<file path="src/rtl/debug_ram_loader.sv">
// Byte-stream host loader: fills DataRAM/InstRAM debug ports,
// dumps them back as bytes, and pulses RV32Core reset on RUN.
//
// Ports:
//   CPU_CLK, CPU_RST_N        clock, async active-low reset
//   rx_data/rx_valid/rx_ready command + payload byte input
//   tx_data/tx_valid/tx_ready dump byte output
//   core_rst                  active-high reset to the core
//   dram_a2/wd2/we2/rd2       DataRAM debug port (1-cycle read)
//   iram_a2/wd2/we2/rd2       InstRAM debug port (1-cycle read)
//   busy                      state machine not idle
//   cmd_err                   sticky unknown-command flag
module debug_ram_loader #(
  parameter int unsigned BRAM_WORDS = 4096,
  parameter int unsigned RST_CYCLES = 5
) (
  input  logic        CPU_CLK,
  input  logic        CPU_RST_N,
  input  logic [7:0]  rx_data,
  input  logic        rx_valid,
  output logic        rx_ready,
  output logic [7:0]  tx_data,
  output logic        tx_valid,
  input  logic        tx_ready,
  output logic        core_rst,
  output logic [31:0] dram_a2,
  output logic [31:0] dram_wd2,
  output logic [3:0]  dram_we2,
  input  logic [31:0] dram_rd2,
  output logic [31:0] iram_a2,
  output logic [31:0] iram_wd2,
  output logic [3:0]  iram_we2,
  input  logic [31:0] iram_rd2,
  output logic        busy,
  output logic        cmd_err
);

  localparam int AW =
    (BRAM_WORDS > 1) ? $clog2(BRAM_WORDS) : 1;
  localparam int CW =
    (RST_CYCLES > 1) ? $clog2(RST_CYCLES) : 1;
  localparam logic [AW-1:0] LAST_IDX =
    AW'(BRAM_WORDS - 1);
  localparam logic [CW-1:0] LAST_RST =
    CW'(RST_CYCLES - 1);

  typedef enum logic [3:0] {
    IDLE,
    CNT_LO,
    CNT_HI,
    LD_BYTE,
    LD_WRITE,
    DP_ADDR,
    DP_WAIT,
    DP_SEND,
    RUN_RST
  } state_e;

  state_e        state_q;
  logic          live_q;
  logic          iram_q;
  logic          dump_q;
  logic [7:0]    cnt_lo_q;
  logic [15:0]   left_q;
  logic [AW-1:0] widx_q;
  logic [1:0]    bidx_q;
  logic [31:0]   word_q;
  logic [CW-1:0] rst_cnt_q;
  logic [7:0]    tx_data_q;
  logic          tx_valid_q;
  logic          core_rst_q;
  logic          cmd_err_q;
  logic [31:0]   dram_a2_q;
  logic [31:0]   dram_wd2_q;
  logic [3:0]    dram_we2_q;
  logic [31:0]   iram_a2_q;
  logic [31:0]   iram_wd2_q;
  logic [3:0]    iram_we2_q;

  logic          rx_fire;
  logic          tx_fire;
  logic [AW-1:0] widx_d;
  logic [31:0]   cur_addr;
  logic [31:0]   nxt_addr;
  logic [31:0]   rd_word;
  logic [31:0]   ld_word;
  logic [15:0]   cnt_d;

  // live_q keeps rx_ready low while reset is held
  assign rx_ready = live_q & (
    state_q == IDLE   || state_q == CNT_LO ||
    state_q == CNT_HI || state_q == LD_BYTE);
  assign busy     = (state_q != IDLE);
  assign rx_fire  = rx_valid & rx_ready;
  assign tx_fire  = tx_valid_q & tx_ready;

  assign widx_d =
    (widx_q == LAST_IDX) ? '0 : widx_q + 1'b1;
  assign cur_addr = 32'({widx_q, 2'b00});
  assign nxt_addr = 32'({widx_d, 2'b00});
  assign rd_word  = iram_q ? iram_rd2 : dram_rd2;
  assign ld_word  = {rx_data, word_q[31:8]};
  assign cnt_d    = {rx_data, cnt_lo_q};

  assign tx_data  = tx_data_q;
  assign tx_valid = tx_valid_q;
  assign core_rst = core_rst_q;
  assign cmd_err  = cmd_err_q;
  assign dram_a2  = dram_a2_q;
  assign dram_wd2 = dram_wd2_q;
  assign dram_we2 = dram_we2_q;
  assign iram_a2  = iram_a2_q;
  assign iram_wd2 = iram_wd2_q;
  assign iram_we2 = iram_we2_q;

  always_ff @(posedge CPU_CLK or negedge CPU_RST_N) begin
    if (!CPU_RST_N) begin
      state_q    <= IDLE;
      live_q     <= 1'b0;
      iram_q     <= 1'b0;
      dump_q     <= 1'b0;
      cnt_lo_q   <= '0;
      left_q     <= '0;
      widx_q     <= '0;
      bidx_q     <= '0;
      word_q     <= '0;
      rst_cnt_q  <= '0;
      tx_data_q  <= '0;
      tx_valid_q <= 1'b0;
      core_rst_q <= 1'b1;
      cmd_err_q  <= 1'b0;
      dram_a2_q  <= '0;
      dram_wd2_q <= '0;
      dram_we2_q <= '0;
      iram_a2_q  <= '0;
      iram_wd2_q <= '0;
      iram_we2_q <= '0;
    end else begin
      live_q <= 1'b1;
      unique case (state_q)
        IDLE: begin
          if (rx_fire) begin
            unique case (rx_data)
              8'h01, 8'h02, 8'h04, 8'h05: begin
                iram_q <= (rx_data == 8'h02) ||
                          (rx_data == 8'h05);
                dump_q     <= rx_data[2];
                core_rst_q <= 1'b1;
                state_q    <= CNT_LO;
              end
              8'h03: begin
                core_rst_q <= 1'b1;
                rst_cnt_q  <= '0;
                state_q    <= RUN_RST;
              end
              default: cmd_err_q <= 1'b1;
            endcase
          end
        end
        CNT_LO: begin
          if (rx_fire) begin
            cnt_lo_q <= rx_data;
            state_q  <= CNT_HI;
          end
        end
        CNT_HI: begin
          if (rx_fire) begin
            left_q <= cnt_d;
            widx_q <= '0;
            bidx_q <= '0;
            if (cnt_d == 16'd0) begin
              state_q <= IDLE;
            end else if (dump_q) begin
              if (iram_q) iram_a2_q <= '0;
              else        dram_a2_q <= '0;
              state_q <= DP_ADDR;
            end else begin
              state_q <= LD_BYTE;
            end
          end
        end
        LD_BYTE: begin
          if (rx_fire) begin
            // bytes shift in from the top: LSB-first word
            word_q <= ld_word;
            bidx_q <= bidx_q + 1'b1;
            if (bidx_q == 2'd3) begin
              if (iram_q) begin
                iram_a2_q  <= cur_addr;
                iram_wd2_q <= ld_word;
                iram_we2_q <= 4'hF;
              end else begin
                dram_a2_q  <= cur_addr;
                dram_wd2_q <= ld_word;
                dram_we2_q <= 4'hF;
              end
              state_q <= LD_WRITE;
            end
          end
        end
        LD_WRITE: begin
          dram_we2_q <= '0;
          iram_we2_q <= '0;
          widx_q     <= widx_d;
          left_q     <= left_q - 1'b1;
          state_q    <= (left_q == 16'd1) ? IDLE : LD_BYTE;
        end
        DP_ADDR: state_q <= DP_WAIT;
        DP_WAIT: begin
          word_q     <= rd_word;
          tx_data_q  <= rd_word[7:0];
          tx_valid_q <= 1'b1;
          bidx_q     <= '0;
          state_q    <= DP_SEND;
        end
        DP_SEND: begin
          if (tx_fire) begin
            if (bidx_q == 2'd3) begin
              tx_valid_q <= 1'b0;
              widx_q     <= widx_d;
              left_q     <= left_q - 1'b1;
              if (left_q == 16'd1) begin
                state_q <= IDLE;
              end else begin
                if (iram_q) iram_a2_q <= nxt_addr;
                else        dram_a2_q <= nxt_addr;
                state_q <= DP_ADDR;
              end
            end else begin
              bidx_q    <= bidx_q + 1'b1;
              tx_data_q <= word_q[15:8];
              word_q    <= {8'h00, word_q[31:8]};
            end
          end
        end
        RUN_RST: begin
          if (rst_cnt_q == LAST_RST) begin
            core_rst_q <= 1'b0;
            state_q    <= IDLE;
          end else begin
            rst_cnt_q <= rst_cnt_q + 1'b1;
          end
        end
        default: state_q <= IDLE;
      endcase
    end
  end

endmodule

</file>
<file path="config.mk">
export PLATFORM = sky130hd
export DESIGN_NAME = debug_ram_loader
export DESIGN_NICKNAME = d
export VERILOG_FILES = /design/src/rtl/debug_ram_loader.sv
export SDC_FILE = /design/constraint.sdc
export NUM_CORES = 1
export LEC_CHECK = 0
export BUFFER_PORTS_ARGS = -buffer_cell sky130_fd_sc_hd__buf_2
export CAP_MARGIN = 20
export CORE_MARGIN = 8
export CORE_UTILIZATION = 55
export CTS_BUF_LIST = sky130_fd_sc_hd__clkbuf_4 sky130_fd_sc_hd__clkbuf_8 sky130_fd_sc_hd__clkbuf_16
export DETAILED_ROUTE_END_ITERATION = 8
export PLACE_DENSITY = 0.82
export SKIP_LAST_GASP = 1
export SYNTH_ARGS = -nofsm -noshare
export SYNTH_HDL_FRONTEND = slang
export SYNTH_SLANG_ARGS = --single-unit
</file>
<file path="constraint.sdc">
create_clock -name CPU_CLK -period 3.46 [get_ports CPU_CLK]
set_clock_uncertainty 0.15 [all_clocks]
set_input_delay 0.692 -clock CPU_CLK [delete_from_list [all_inputs] [get_ports CPU_CLK]]
set_output_delay 0.692 -clock CPU_CLK [all_outputs]
set_load 0.02 [all_outputs]
</file>
* After elaboration in Yosys (flattened, before gate mapping) *
Cells that the tools add are included.

word-level totals
  output and inout port bits = 149
  logic and storage cells = 180
  bits in registers = 227
  input bits = 76

cells by class
  multiplexer cells = 79
  bitwise operators = 5
  equality and inequality tests = 39
  reductions and logical operators = 33
  add/subtract/negate cells = 4

operator list
  operator               number
  $mux 32                26
  $pmux 32 s3            3
  $mux 4                 14
  $mux 12                4
  $mux 16                3
  $pmux 16 s3            1
  $ne 2x2->1 const B     19
  $pmux 12 s3            1
  $pmux 4 s9             1
  $reduce_and 4->1       8
  $pmux 4 s2             3
  $reduce_and 12->1      2
  $mux 3                 6
  $eq 16x1->1 const B    1
  $eq 4x3->1 const B     4
  $eq 8x2->1 const B     2
  $eq 8x3->1 const B     2
  $logic_not 16->1       1
  $mux 8                 2
  $pmux 8 s2             1
  $sub 16x1->16 const B  1
  $add 12x1->12 const B  1
  $eq 12x12->1 const B   1
  $reduce_and 3->1       4
  27 further kinds       49

* Logic depth before layout (Yosys ltp) *
  word-level depth = 8
  mapped depth = 9
  gate-level depth less buffers = 8

* Least setup slack after synthesis *
OpenSTA, ideal clock, no wires.

  path type = register to register
  start point = reg left_q[12]
  end point = reg dram_a2_q[10], in the netlist dram_a2[10]
  buffers on the path = 1
  setup time = 125 ps
  period minus slack after synthesis = 2374 ps
  path slack = 1086 ps
  required time = 3185 ps
  cell stages (with the launch flop) = 8
  arrival time = 2099 ps
  cells stage by stage = dfrtp_1 > or4_4 > nor4_4 > nand3_2 > o21bai_2 > a221o_2 > buf_6 > mux2_2

between the ends
  longest elaborated chain between the ends = 3

ends and longest elaborated chain
  element                      line  source
  start: declaration           64    logic [15:0] left_q;
  start signal: assignment     168   left_q <= cnt_d;
  start signal: assignment     205   left_q <= left_q - 1'b1;
  start signal: assignment     221   left_q <= left_q - 1'b1;
  $eq 16x1->1                  222   if (left_q == 16'd1) begin
  $ne 2x2->1 (no line)         -
  $reduce_and 12->1 (no line)  -
  end signal: assignment       193   dram_a2_q <= cur_addr;
  end signal: assignment       226   else dram_a2_q <= nxt_addr;
  end: declaration             73    logic [31:0] dram_a2_q;

No other way between the ends.
A chain may end at the register's enable or synchronous reset.

* Worst setup path in the final report *
  start point = reg state_q[1]
  end point = reg dram_a2_q[11], in the netlist dram_a2[11]

between the ends
  longest elaborated chain between the ends = 8

ends and longest elaborated chain
  element                                        line  source
  start: declaration                             59    state_e state_q;
  start signal: assignment                       206   state_q <= (left_q == 16'd1) ? IDLE : LD_BYTE;
  $eq 4x1->1 or $logic_not 4->1 (tied branches)  91    state_q == IDLE || state_q == CNT_LO ||
  $logic_or 1x1->1 (2 in a row)                  91
  $logic_or 1x1->1                               92    state_q == CNT_HI || state_q == LD_BYTE);
  $and 1x1->1                                    90    assign rx_ready = live_q & (
  $and 1x1->1                                    94    assign rx_fire = rx_valid & rx_ready;
  $ne 2x2->1 (no line)                           -
  $reduce_and 12->1 (no line)                    -

Several ways; a longest one is shown, not always the timed one.

==> run summary <==
vias in the first global route -> 6908
top_reg_cell synth -> dfrtp_1
Cell Area, Synth -> 8830 µm²
top post-synthesis cells by count -> dfrtp_1, nand2_1, o21ai_0
Clock Sink Count -> 173
largest area contributor in the netlist -> dfrtp_1
htree depth -> 4
CP top delay family -> compound AO/OA/AOI/OAI gates
DRC -> 0
die width -> 143 µm
Seq pwr share -> 0.457
initial antenna violation count -> 1
slowest stage delay, CP -> 0.71 ns
Initial DRC Count -> 568
asr flop ratio synth -> 1.00
TritonCTS Buffers -> 17
slowest CP cell -> dfrtp_1
Detailed Place HPWL -> 16800 µm
drt first pass iters -> 5
first-pass GRT wire length -> 36500 µm
Design Power -> 0.00562 W
clock power share -> 0.328
max-cap violations -> 0
hold slack -> 0.150 ns
post-route ant nets -> 0
CTS Buffer Depth -> 2
Slew HR -> 0.439
row cnt -> 46
Internal Pwr Total -> 0.00378 W
sequential fraction of the synthesis area -> 0.490
Final #Nets -> 1096
kind of critical path -> flop to flop
RSZ-0062 raised after global routing -> false
synthesized instance count -> 854
wirelength, routed -> 23200 µm
clock-pin slew on the worst setup and hold paths -> 0.06 ns
Placed Area -> 9760 µm²
I/O Pins -> 225
clk root buf -> clkbuf_16
most numerous cell in the Yosys netlist -> dfrtp_1
crit end category -> flop
TritonCTS clock tree -> built
Ys Warns -> 0
worst hold path class -> input port to async pin
Port-buffer cells -> 184
Layout area overhead -> 16.9%
flops & latches, synth -> 173
startpoint types -> flop
post-CTS setup buffers -> 0
Layout Cells excl Fill -> 1242
Max Slew Vio Count -> 0
Mean Syn Cell Area -> 10.3 µm²
PD cells -> 544 nW/µm²
crit path time final -> 2.76 ns
# diodes -> 0
final hold vios -> 0
sw frac -> 0.328
share of the synthesized area in the top cell type -> 0.487
Hold Buf Count CTS -> 0
peak supply drop -> 374 µV
WP buf/inv -> 0
Total GRT Usage -> 0.228
largest net degree at the start of global routing -> 88
CORE AREA -> 15800 µm²
Placer Congestion -> 0.847
Worst-Margin Slew -> 0.841 ns
initial core utilization -> 0.560
worst path cell trace -> nand2_1, or2_2, a31oi_2, a21oi_1, o2bb2ai_1, mux2_2
post_cts resized -> 0
grt ovf -> 0
DIE AREA -> 20400 µm²
Final Cycle Share -> 0.797
Leak -> 5.37 nW
final instance area -> 10300 µm²
Synth area leaders -> dfrtp_1, mux2_2, o21ai_0
Netlist cell types -> 65
CP Data Arrival Time -> 2.97 ns
CP max FO -> 19
number of flops mapped to enable cells by yosys -> 0
detailed-route via count -> 7101
sw power -> 0.00185 W
power share of the combinational group -> 0.215
via/cell ratio -> 5.72
Clock Latency Late Sink -> 0.43 ns
Critical Path RT -> 3.68 ns
status -> finished, final reports clean
# setup viols final -> 0
fmax -> 0.363 GHz
Die H -> 143 µm
WL per Instance -> 18.7 µm
layout cell share with drive strength beyond 1 -> 0.335
Setup TNS -> 0 ns
DP Cell Count -> 1211
-- stage by stage --
step / utilization / setup WS, ns
global placement: 0.619 / 0.831
detailed placement: 0.619 / 0.727
floorplan: - / 1.09
finish: 0.655 / 0.701
global route: 0.655 / 0.529
CTS: 0.655 / 0.710
-- registers in the layout, indices dropped and copies added (netlist names) --
name	flops
word_q	24
state_q	4
dump_q	1
cnt_lo_q	8
iram_a2	12
dram_a2	12
iram_wd2	32
widx_q	12
dram_we2	1
core_rst	1
iram_we2	1
live_q	1
cmd_err	1
iram_q	1
rst_cnt_q	3
left_q	16
tx_valid	1
tx_data	8
dram_wd2	32
bidx_q	2
-- power groups by stage --
stage | clock network [W] | logic [W] | registers (W)
after floorplan | 0 | 0.000958 | 0.00247
after global placement | 0 | 0.00116 | 0.00258
after detailed placement | 0 | 0.00120 | 0.00260
after CTS | 0.00187 | 0.00120 | 0.00256
after global routing | 0.00195 | 0.00134 | 0.00260
final | 0.00184 | 0.00121 | 0.00257
-- worst reg2reg max path: cells and delay by family, from the launching register on --
kind	cells	cell delay, ns
AOI/OAI and AO/OA	3	0.90
and+or+nand+nor	2	0.74
DFF	1	0.71
muxes	1	0.21
-- placed cells by master, fill, tap and decap left out, drive strengths merged, types with 4 or more instances in the layout --
master / synthesis / layout
nor2b: 4 / 4
nor2: 40 / 40
clkbuf: 30 / 22
conb: 2 / 41
clkinv: 0 / 6
mux2i: 33 / 33
nor4: 7 / 7
a31oi: 8 / 8
xor2: 6 / 6
inv: 11 / 11
a21oi: 51 / 51
nand2b: 4 / 4
o21ai: 88 / 88
nand4: 8 / 8
a22oi: 6 / 6
buf: 68 / 200
o41ai: 4 / 4
a211oi: 5 / 5
mux2: 95 / 95
nand2: 101 / 101
a21o: 5 / 5
nor3: 21 / 21
o31ai: 4 / 4
nand3b: 4 / 4
dfrtp: 172 / 172
ha: 6 / 6
nand3: 28 / 28
a22o: 4 / 4
-- area by class of cell --
| type | instances | area (µm²) |
|---|---|---|
| inverters | 11 | 41.3 |
| clock inverters | 9 | 90.1 |
| multi-input cells | 611 | 4040 |
| flip-flops and latches | 173 | 4330 |
| repair buffers | 200 | 1070 |
| well taps | 216 | 270 |
| fillers | 1272 | 5440 |
| clock buffers | 22 | 482 |
-- per-layer routing --
metal / global-route usage / vias to the layer above / wire length (µm)
li1: - / 3287 / -
met1: 0.292 / 3428 / 9640
met2: 0.362 / 344 / 11100
met3: 0.0571 / 40 / 1960
met4: 0.0917 / 2 / 491
met5: 0 / - / 13
-- path summary, 6_finish.rpt --
path	start	endpoint	slack (ns)	cells past startpoint
max	state_q[1]	dram_a2[11]	0.70	6
min	CPU_RST_N	left_q[4]	0.15	1
max reg2reg	state_q[1]	dram_a2[11]	0.70	6
min reg2reg	tx_data[0]	tx_data[0]	0.33	2
max in group asynchronous	CPU_RST_N	left_q[14]	2.16	2
min in group CPU_CLK	tx_data[0]	tx_data[0]	0.33	2
-- kinds of logic after synthesis --
| family | Yosys count | synth area share |
|---|---|---|
| other | 2 | 0.000850 |
| buffers and inverters | 109 | 0.0697 |
| adder cells (fa/ha/maj) | 6 | 0.00850 |
| XOR/XNOR | 7 | 0.00694 |
| AND/OR/NAND/NOR | 232 | 0.126 |
| multiplexers | 128 | 0.163 |
| flip-flops | 173 | 0.490 |
| AO/OA/AOI/OAI | 197 | 0.135 |
Power figures use the tool's default switching activity.
